<file path="src/rtl/photon_bin_hist_pkg.sv">
`default_nettype none
// ============================================================================
// Module      : photon_bin_hist_pkg
// Description : Shared types and constants for the photon bin histogrammer.
//               Holds the acquisition state enum, the default NBINS, CNT_W
//               and WIN_W values, and the width of the drain bin index.
// Revision    : 1.0 - initial release
// ============================================================================
package photon_bin_hist_pkg;

    localparam int c_DEF_NBINS = 8;
    localparam int c_DEF_CNT_W = 16;
    localparam int c_DEF_WIN_W = 24;

    // Width of the drain bin index and of the out_bin port
    localparam int c_BIN_IDX_W = 3;

    typedef enum logic [1:0] {
        S_IDLE      = 2'd0,
        S_INTEGRATE = 2'd1,
        S_DRAIN     = 2'd2
    } hist_state_t;

endpackage
`default_nettype wire

</file>
<file path="src/rtl/bin_hit_counter.sv">
`default_nettype none
// ============================================================================
// Module      : bin_hit_counter
// Description : One per-bin hit counter for the photon histogrammer.
//               Synchronous clear, increment on inc, ovf flags an increment
//               attempted while the counter sits at its maximum value.
//               Macro PHOTON_BIN_HIST_SAT_EN: defined -> saturate at max,
//               undefined -> wrap modulo 2^CNT_W.
// Ports       : clkin  - clock
//               rstn   - asynchronous active-low reset
//               clear  - zero the counter
//               inc    - add one this cycle
//               count  - current counter value
//               ovf    - increment at max this cycle (combinational)
// Revision    : 1.0 - initial release
// ============================================================================
module bin_hit_counter
    import photon_bin_hist_pkg::*;
#(
    parameter int CNT_W = c_DEF_CNT_W
) (
    input  logic             clkin,
    input  logic             rstn,
    input  logic             clear,
    input  logic             inc,
    output logic [CNT_W-1:0] count,
    output logic             ovf
);

    logic [CNT_W-1:0] r_count;
    logic             w_at_max;

    assign w_at_max = &r_count;
    assign ovf      = inc & w_at_max;
    assign count    = r_count;

    always_ff @(posedge clkin or negedge rstn) begin
        if (!rstn) begin
            r_count <= '0;
        end else if (clear) begin
            r_count <= '0;
        end else if (inc) begin
`ifdef PHOTON_BIN_HIST_SAT_EN
            if (!w_at_max) begin
                r_count <= r_count + 1'b1;
            end
`else
            r_count <= r_count + 1'b1;
`endif
        end
    end

endmodule
`default_nettype wire

</file>
<file path="src/rtl/photon_bin_histogrammer.sv">
`default_nettype none
// ============================================================================
// Module      : photon_bin_histogrammer
// Description : Accumulates per-bin photon hits over a programmable window,
//               then drains the NBINS totals one word per valid/ready
//               handshake. Optional macro PHOTON_BIN_HIST_SAT_EN makes the
//               bin counters saturate instead of wrap.
// Ports       : clkin     - clock, all logic on the rising edge
//               rstn      - asynchronous active-low reset
//               data      - per-cycle bin hit vector
//               start     - begin an acquisition (accepted in IDLE only)
//               window    - integration length, latched on accepted start
//               busy      - acquisition in progress (INTEGRATE or DRAIN)
//               out_valid - drain word valid
//               out_ready - consumer accepts the drain word
//               out_bin   - bin index of the current word
//               out_count - count of out_bin
//               out_last  - word for the final bin
//               overflow  - sticky counter overflow for this acquisition
// Revision    : 1.0 - initial release
// ============================================================================
module photon_bin_histogrammer
    import photon_bin_hist_pkg::*;
#(
    parameter int NBINS = c_DEF_NBINS,
    parameter int CNT_W = c_DEF_CNT_W,
    parameter int WIN_W = c_DEF_WIN_W
) (
    input  logic                   clkin,
    input  logic                   rstn,
    input  logic [NBINS-1:0]       data,
    input  logic                   start,
    input  logic [WIN_W-1:0]       window,
    output logic                   busy,
    output logic                   out_valid,
    input  logic                   out_ready,
    output logic [c_BIN_IDX_W-1:0] out_bin,
    output logic [CNT_W-1:0]       out_count,
    output logic                   out_last,
    output logic                   overflow
);

    localparam logic [c_BIN_IDX_W-1:0] c_LAST_IDX = c_BIN_IDX_W'(NBINS - 1);

    hist_state_t             r_state;
    hist_state_t             w_state_nxt;
    logic [WIN_W-1:0]        r_win;
    logic [c_BIN_IDX_W-1:0]  r_idx;
    logic                    r_overflow;
    logic                    w_accept;
    logic                    w_hand;
    logic [NBINS-1:0]        w_inc;
    logic [NBINS-1:0]        w_ovf;
    logic [CNT_W-1:0]        w_count [NBINS];

    // ------------------------------------------------------------------
    // State register
    // ------------------------------------------------------------------
    always_ff @(posedge clkin or negedge rstn) begin
        if (!rstn) begin
            r_state <= S_IDLE;
        end else begin
            r_state <= w_state_nxt;
        end
    end

    // ------------------------------------------------------------------
    // Next state and state-decoded outputs. busy/out_valid depend only on
    // the state register, so out_ready never reaches out_valid.
    // ------------------------------------------------------------------
    always_comb begin
        w_state_nxt = r_state;
        w_accept    = 1'b0;
        w_hand      = 1'b0;
        busy        = 1'b0;
        out_valid   = 1'b0;
        case (r_state)
            S_IDLE: begin
                if (start) begin
                    w_accept    = 1'b1;
                    w_state_nxt = S_INTEGRATE;
                end
            end
            S_INTEGRATE: begin
                busy = 1'b1;
                // r_win == 1 marks the last sampled cycle
                if (r_win <= WIN_W'(1)) begin
                    w_state_nxt = S_DRAIN;
                end
            end
            S_DRAIN: begin
                busy      = 1'b1;
                out_valid = 1'b1;
                if (out_ready) begin
                    w_hand = 1'b1;
                    if (r_idx == c_LAST_IDX) begin
                        w_state_nxt = S_IDLE;
                    end
                end
            end
            default: begin
                w_state_nxt = S_IDLE;
            end
        endcase
    end

    // ------------------------------------------------------------------
    // Window counter, drain index and sticky overflow
    // ------------------------------------------------------------------
    always_ff @(posedge clkin or negedge rstn) begin
        if (!rstn) begin
            r_win      <= '0;
            r_idx      <= '0;
            r_overflow <= 1'b0;
        end else begin
            if (w_accept) begin
                // A zero window still samples one cycle
                r_win <= (window == '0) ? WIN_W'(1) : window;
            end else if (r_state == S_INTEGRATE) begin
                r_win <= r_win - WIN_W'(1);
            end

            if (w_accept) begin
                r_idx <= '0;
            end else if (w_hand) begin
                r_idx <= (r_idx == c_LAST_IDX) ? '0 : r_idx + 1'b1;
            end

            if (w_accept) begin
                r_overflow <= 1'b0;
            end else if (|w_ovf) begin
                r_overflow <= 1'b1;
            end
        end
    end

    // ------------------------------------------------------------------
    // Per-bin counters
    // ------------------------------------------------------------------
    assign w_inc = (r_state == S_INTEGRATE) ? data : '0;

    for (genvar gi = 0; gi < NBINS; gi++) begin : g_bins
        bin_hit_counter #(
            .CNT_W (CNT_W)
        ) u_cnt (
            .clkin (clkin),
            .rstn  (rstn),
            .clear (w_accept),
            .inc   (w_inc[gi]),
            .count (w_count[gi]),
            .ovf   (w_ovf[gi])
        );
    end

    // ------------------------------------------------------------------
    // Drain outputs: driven from registers only, zero outside DRAIN
    // ------------------------------------------------------------------
    assign out_bin   = r_idx;
    assign out_count = out_valid ? w_count[r_idx] : '0;
    assign out_last  = out_valid && (r_idx == c_LAST_IDX);
    assign overflow  = r_overflow;

endmodule
`default_nettype wire

</file>
<file path="config.mk">
export PLATFORM = sky130hd
export DESIGN_NAME = photon_bin_histogrammer
export DESIGN_NICKNAME = d
export VERILOG_FILES = /design/src/rtl/photon_bin_hist_pkg.sv /design/src/rtl/bin_hit_counter.sv /design/src/rtl/photon_bin_histogrammer.sv
export SDC_FILE = /design/constraint.sdc
export NUM_CORES = 1
export LEC_CHECK = 0
export ABC_AREA = 0
export CAP_MARGIN = 20
export CORE_ASPECT_RATIO = 0.8
export CORE_MARGIN = 2
export CORE_UTILIZATION = 30
export DETAILED_ROUTE_END_ITERATION = 8
export GPL_TIMING_DRIVEN = 1
export PLACE_DENSITY = 0.57
export SLEW_MARGIN = 20
export SYNTH_ARGS = -nofsm -noshare
export SYNTH_HDL_FRONTEND = slang
export SYNTH_SLANG_ARGS = --single-unit
</file>
<file path="constraint.sdc">
create_clock -name clkin -period 3.6 [get_ports clkin]
set_clock_uncertainty 0.2 [all_clocks]
set_input_delay 0.72 -clock clkin [delete_from_list [all_inputs] [get_ports clkin]]
set_output_delay 0.72 -clock clkin [all_outputs]
set_load 0.02 [all_outputs]
</file>
# Word level (Yosys, flattened, before mapping)
# Index checks and enable logic that the tools add are counted.
# totals
ff_bits,158
latchBits,0
ramBits,0
romBits,0
input_bits,36
output_inout_bits,23
word_cells,105
memories,0
# classes
addsub,10
multipliers,0
div,0
order_cmp,2
eq_ne,7
shifts,0
mux,40
n_bitwise,9
reduce_logical,25
# op_table
operator,n
2-to-1 mux 16 bit,19
"adder 16 x 1 -> 16 bit, second input constant",8
AND reduction 16 bit,8
2-to-1 mux 24 bit,3
binary-select mux 16 bit (select 3 bit),1
"<= comparator 24 x 1 -> 1 bit, second input constant",1
logical NOT 24 bit,1
"subtractor 24 x 1 -> 24 bit, second input constant",1
nonzero test 2 bit,11
2-to-1 mux 3 bit,3
bitwise AND 1 bit,8
2-to-1 mux 1 bit,8
2-to-1 mux 2 bit,4
2-to-1 mux 8 bit,1
"inequality test 2 bit, second input constant",4
OR reduction 8 bit,1
case mux 2 bit (3 select lines),1
"greater-or-equal comparator 4 bit, second input constant",1
inverter 3 -> 4 bit,1
AND reduction 4 bit,1
"adder 3 x 1 -> 3 bit, second input constant",1
"== test 3 bit, second input constant",1
"== test 2 x 1 -> 1 bit, second input constant",1
"== test 2 bit, second input constant",1
3 further kinds,3

# Depth between registers and ports, before layout
# Gate-level depths: netlist (run 1).
# depth
depth_word,6
depth_mapped,9

# Hierarchy
# A second synthesis (run 1) with hierarchy kept.
# unflattened
cells_unflattened,957
hier_area_um2,9572.9
# by_module_without_submodules
mod,n_inst,cells_per_inst,area_each_um2,seq_area_each_um2
bin_hit_counter (g_bins[0].u_cnt ...),7,83,838.3,400.4
photon_bin_histogrammer,1,295,2892.8,750.7
bin_hit_counter (g_bins[5].u_cnt),1,81,812.0,400.4

# Least setup slack after synthesis (run 1)
# No wires, ideal clock.
# synth_path
path_type,reg2out
startpoint,"register r_idx[0], in the netlist out_bin[0]"
endpoint,output port out_count[12]
t_arrival_ns,1.899
required_ns,2.680
setup_slack_ns,0.781
stages_incl_launch_ff,6
path_buffers,2
path_cell_list,dfrtp_1 -> clkbuf_1 -> buf_2 -> mux4_2 -> mux2i_1 -> nor2b_1
# synth_between
elab_chain_len,5
# synth_lines
element,line,source
start: declaration,photon_bin_histogrammer.sv:48,logic [c_BIN_IDX_W-1:0] r_idx;
start signal: assignment,photon_bin_histogrammer.sv:126,r_idx <= (r_idx == c_LAST_IDX) ? '0 : r_idx + 1'b1;
inverter 3 -> 4 bit (implied by the code),photon_bin_histogrammer.sv:159,assign out_count = out_valid ? w_count[r_idx] : '0;
binary-select mux 16 bit (select 3 bit),photon_bin_histogrammer.sv:159,
2-to-1 mux 16 bit (implied by the code) (2 in series),photon_bin_histogrammer.sv:159,
2-to-1 mux 16 bit,photon_bin_histogrammer.sv:159,
end: declaration,photon_bin_histogrammer.sv:38,"output logic [CNT_W-1:0] out_count,"
# Every way passes these cells. The select of a mux whose other input is x is not followed.

# Worst setup path in the final report (run 1)
# layout_path
startpoint,"register r_idx[1], in the netlist out_bin[1]"
endpoint,output port out_count[15]
# Same word-level chain as after synthesis.

==> results of run 1 <==
## routing by layer
layer / up-vias / global-route usage (%) / wire length, um
met4: 0 / 4.21 / 255
li1: 3399 / - / -
met1: 3468 / 24.6 / 12400
met2: 243 / 21.9 / 10100
met3: 23 / 6.23 / 2240
met5: - / 0 / 0
## power breakdown
part           internal [uW]  total (uW)  switching (uW)
sequential              2010        2290             285
combinational            445        1160             717
clock                   1010        1760             752
## timing repair
action,CTS,global route
setup endpoints to repair,12,10
resized for setup,1,0
buffers inserted,0,3
gates cloned,0,0
## logic make-up (layout without fill, tap and decap cells)
logic type,after synthesis,after routing
buf+inv,53,133
xor+xnor,133,133
fa+ha+maj,16,16
mux,49,49
compound gates,81,81
simple gates,443,443
flops,158,158
## sequential cells by signal, summed over array words and instances (netlist names)
name                count
out_bin                 3
g_bins.u_cnt.count    128
r_win                  24
r_state                 2
overflow                1
## area by class of cell
| cell class | instances | area share, % |
|---|---|---|
| sequential | 158 | 36.4 |
| clock inverter | 12 | 1.13 |
| inverter | 13 | 0.449 |
| tap | 406 | 4.68 |
| clock buffer | 19 | 3.99 |
| multi-input combinational | 722 | 45.3 |
| timing repair buffer | 89 | 7.96 |
## metrics by stage
step	hold slack (ns)	setup WS, ns	power, uW	area (um2)
floorplan	0.224	0.781	3100	9090
global placement	0.303	0.401	3460	10300
detailed placement	0.322	0.388	3490	10300
CTS	0.0591	0.0408	5260	10800
global route	0.0850	0.0491	5520	10900
finish	0.0349	0.174	5220	10900
## worst max-delay path by stage
| stage | start | end | depth (start not counted) |
|---|---|---|---|
| detailed placement | out_bin[0]$_DFFE_PN0P_ | out_count[7] | 5 |
| finish | out_bin[1]$_DFFE_PN0P_ | out_count[15] | 5 |
| floorplan | out_bin[0]$_DFFE_PN0P_ | out_count[12] | 5 |
| CTS | out_bin[0]$_DFFE_PN0P_ | out_count[6] | 5 |
| global route | out_bin[1]$_DFFE_PN0P_ | out_count[4] | 5 |
| global placement | out_bin[0]$_DFFE_PN0P_ | out_count[13] | 5 |
## cell usage in the layout, fill, tap and decap left out, types with 3 or more instances in the layout
cell type and count:
nor4_4 3, a211oi_1 5, clkbuf_16 17, a21oi_1 29
mux4_2 32, xor2_1 82, nand2_1 105, xnor2_1 51
mux2i_1 16, inv_1 13, and4_1 13, and3_1 19
ha_1 16, nor2_1 130, o21ai_1 7, o21ai_0 27
nor3_2 3, and2_1 11, dfrtp_1 157, clkinv_2 6
buf_12 4, nor3_1 22, or3_1 16, nand3_1 51
clkdlybuf4s50_1 57, nor2b_1 17, nand4_1 35, buf_4 27
nor4_1 9
==> run metrics, run 1 <==
status=completed; vias=7133; Synth Area in Compound Gates=5.12%; CTS H-tree depth=4; Crit Path Max Fanout=16; library cells used by synthesis=47; final core utilization=36.7%; syn_nets=985; mux share of post-synthesis cell area=9.81%; Die Span X=199 um; worst endpoint data arrival time=2.51 ns; Worst path top cell family by delay=buffers and inverters; Avg Cell Area, Syn=9.75 um2; Die ar.=31700 um2; crit-path max cell delay=0.61 ns; Mapped Area=9090 um2; multi-input logic area=4920 um2; Synth Area in Simple Gates=24.2%; Max VDD drop=0.000252 V; startpoint types=register; CTS buffer count=17; Max Freq=292 MHz; DRT iter0 DRCs=692; Pins Over Slew Limit=0; Synth Instances=933; # IOs=59; Post-synth EDFFs=0; fill count=3017; Worst EP required=2.68 ns; Ant. Diodes=0; Commonest cells post-synth=dfrtp_1, nor2_1, nand2_1, xor2_1; WP buf/inv=2; unrepaired setup endpoints after global routing=false; Reg area=3960 um2; relative slew slack=55.9%; Routed WL per cell=17.6 um; vias per cell=5.03; fin cells=1419; Setup crit end kind=output port; Slew @ Worst Pin=0.662 ns; layout cell share with drive strength beyond 1=10.5%; main combinational cell family by area after synthesis=simple AND/OR/NAND/NOR gates; Max Root-Sink Buffers=2; Synth Area in XOR/XNOR=12.8%; Yosys warning count=0; area of the core=29600 um2; R2R depth=8; routed wire length=25000 um; hold_buf cts=0; Inst Count DP=1385; largest net degree at the start of global routing=60; CTS root buf=clkbuf_16; post-DP HPWL=18400 um; First-pass DRT Iterations=5; clock latency on the worst-skew pair=0.44 ns; Setup Viol. Count Final=0; Final ANT Viol Nets=0; gpl congestion=0.854; critical-path cell list=buf_12 -> mux4_2 -> mux2i_1 -> nor2b_1 -> clkdlybuf4s50_1; Max-Cap Viols=0; Async SR Flop Fraction=100%; adder-cell share of the synthesized area=2.20%; reg2reg setup slack=0.95 ns; initial antenna violation count=0; row cnt=56; # port buffers=58; CTS tree=built; chip height=160 um; slowest CP cell=dfrtp_1; area delta synth->final=19.4%; Leakage Power=0.00432 uW; total negative slack=0 ns; global-route wire length before repair=39800 um; total track usage=16.4%; Starting Density=30.8%; final period utilization=95.2%; post-synthesis register bit count=158; Hold WC Path Type=in -> async; cell taking the most area after synthesis=dfrtp_1; Reg clk slew, reported paths=0.06 ns; gr ovfl total=0; ranking of synthesized cells by area=dfrtp_1, mux4_2, xor2_1; vias in the first global route=6948; Nets=1053; post-synthesis sequential area ratio=43.5%; FF-to-FF End=r_win[20]$_DFFE_PN0P_; minimum period implied by the final worst setup slack=3.43 ns; CTS Sinks=158; top cell type's share of synthesized area=43.5%; WS Path Type=reg -> out; most common cell in the netlist=dfrtp_1; PwrDens=480 nW/um2; R2R Path Start=r_state[1]$_DFFE_PN0P_; final count of hold timing violations=0; Top FF cell, synth=dfrtp_1; DRC=0
Power figures use the tool's default switching activity.
==> run 2: changes to the inputs <==
GPL_TIMING_DRIVEN = 0   (was 1)
SETUP_SLACK_MARGIN = 0.05   (was unset)
clock period = 3.7 ns   (was 3.6 ns; I/O delays follow)
==> run metrics, run 2 (synthesized netlist as in run 1, its figures left out) <==
status=completed; gr ovfl total=0 (unchanged); initial antenna violation count=0 (unchanged); relative slew slack=34.5% (-21 points); row cnt=56 (unchanged); NetSw=1860 uW (+5.9%); chip height=160 um (unchanged); First-pass DRT Iterations=5 (unchanged); dpl ws=0.00328 ns (-0.385 ns); total track usage=16.7% (+0.28 points); clock latency on the worst-skew pair=0.43 ns (about the same); CTS buffer count=17 (unchanged); sequential power share=42.6% (-1.3 points); Switching Share=35.7% (+2.0 points); Max Freq=280 MHz; Worst Setup Slack, final=0.130 ns (-0.0435 ns); Setup crit end kind=output port; global-route wire length before repair=40500 um (+1.7%); PwrDens=480 nW/um2 (-0.16%); unrepaired setup endpoints after global routing=true; DP Area=10200 um2 (-0.48%); CTS H-tree depth=4 (unchanged); worst endpoint data arrival time=2.63 ns (+0.12 ns); startpoint types=register; Die ar.=31700 um2 (unchanged); combinational power share=23.6% (+1.3 points); clock group share of total power=33.8% (about the same); area of the core=29600 um2 (unchanged); vias=7286 (+2.1%); layout cell share with drive strength beyond 1=9.38% (-1.1 points); Max VDD drop=0.000295 V (+17%); Cell Int Power=3350 uW (-3.1%); DRT iter0 DRCs=643 (-7.1%); Inst Count DP=1398 (+0.94%); most common cell after layout, fill and taps aside=dfrtp_1; final period utilization=96.5%; Leakage Power=0.00437 uW (+1.2%); Crit Path Max Fanout=10 (-6); Die Span X=199 um (unchanged); CTS Sinks=158 (unchanged); Starting Density=30.8% (unchanged); routed wire length=25700 um (+2.8%); fin cells=1430 (+0.78%); Routed WL per cell=17.9 um (+2.0%); Largest register FFs=128 (unchanged); hold_buf cts=0 (unchanged); Nets=1063 (+0.95%); WS Path Type=reg -> out; Worst EP required=2.76 ns (+0.08 ns); DRC=0 (unchanged); # IOs=59 (unchanged); Slew @ Worst Pin=0.977 ns (+0.315 ns); Final ANT Viol Nets=0 (unchanged); Post-CTS Setup Bufs=0 (unchanged); Reg clk slew, reported paths=0.07 ns (about the same); Hold WC Path Type=in -> async; Max Root-Sink Buffers=2 (unchanged); gpl congestion=0.847 (-0.81%); Finished Cell Area=10900 um2 (about the same); area delta synth->final=19.5% (about the same); minimum period implied by the final worst setup slack=3.57 ns; CTS tree=built; # port buffers=58 (unchanged); CTS root buf=clkbuf_16; Ant. Diodes=0 (unchanged); commonest cells after routing, fill and taps aside=dfrtp_1, nor2_1, nand2_1, xor2_1; Setup Viol. Count Final=0 (unchanged); vias per cell=5.10 (+1.4%); Max-Cap Viols=0 (unchanged); largest net degree at the start of global routing=95 (+58%); post-DP HPWL=19000 um (+3.2%); fill count=3062 (+1.5%); final count of hold timing violations=0 (unchanged); Pins Over Slew Limit=0 (unchanged); vias in the first global route=6947 (-0.014%)
-- run 2: cell count changes in the layout (fill, tap and decap cells not counted), sizes merged --
cell / previous run / this run
inv: 13 / 20
bufinv: 2 / 1
dlymetal6s2s: 0 / 5
clkbuf: 19 / 48
clkinv: 8 / 5
buf: 32 / 11
clkdlybuf4s50: 57 / 51
dlygate4sd2: 0 / 1
-- run 2: metrics by stage --
step | hold WS (ns) | setup TNS, ns | total power, uW | util [%]
after CTS | 0.0630 | 0 | 5240 | 36.6
after floorplan | 0.244 | 0 | 3020 | -
final | 0.0398 | 0 | 5210 | 36.7
after global routing | 0.0666 | 0 | 5510 | 36.7
after detailed placement | 0.323 | 0 | 3470 | 34.6
after global placement | 0.303 | -824.50 | 3440 | 34.4
-- run 2: cell type report --
cell class / count / area, um2 / area share [%]
multi-input combinational: 722 / 4940 / 45.4
inverter: 13 / 48.8 / 0.449
buffer: 40 / 211 / 1.95
clock buffer: 17 / 425 / 3.92
clock inverter: 15 / 155 / 1.43
tap: 406 / 508 / 4.68
timing repair buffer: 59 / 624 / 5.75
sequential: 158 / 3950 / 36.4
-- run 2: critical path, cell delays in order, from the launching register on --
cell and delay (ns):
dfrtp_1 0.38, buf_4 0.23, buf_8 0.19, mux4_2 0.51, mux2i_1 0.25, nor2b_1 0.09
clkdlybuf4s50_1 0.54
-- run 2: worst paths after layout --
check,startpoint,to,slack (ns),cells after the start
max in group asynchronous,rstn,g_bins[3].u_cnt.count[0]$_DFFE_PN0P_,2.38,2
min in group clkin,r_state[0]$_DFFE_PN0P_,r_state[0]$_DFFE_PN0P_,0.33,1
setup reg to reg,r_state[0]$_DFFE_PN0P_,g_bins[7].u_cnt.count[15]$_DFFE_PN0P_,0.56,8
hold / removal,rstn,g_bins[7].u_cnt.count[9]$_DFFE_PN0P_,0.04,1
setup / recovery,out_bin[0]$_DFFE_PN0P_,out_count[15],0.13,6
hold reg to reg,r_state[0]$_DFFE_PN0P_,r_state[0]$_DFFE_PN0P_,0.33,1
-- run 2: metal layers --
metal / share of wire [%] / global-route usage, %
met2: 41 / 23.2
met5: 0 / 0
met4: 0.88 / 3.43
met1: 52 / 26.3
met3: 5.9 / 3.51
-- run 2: power by group through the flow --
stage	combinational, uW	clock [uW]	sequential [uW]
finish	1230	1760	2220
floorplan	838	0	2180
detailed placement	1220	0	2250
CTS	1230	1790	2220
global route	1390	1870	2250
global placement	1210	0	2240
-- run 2: repair_timing --
action	4_1_cts	5_1_grt
endpoints found under the setup margin	16	15
resized for setup	16	13
pin swaps	0	0
hold endpoints to repair	0	0
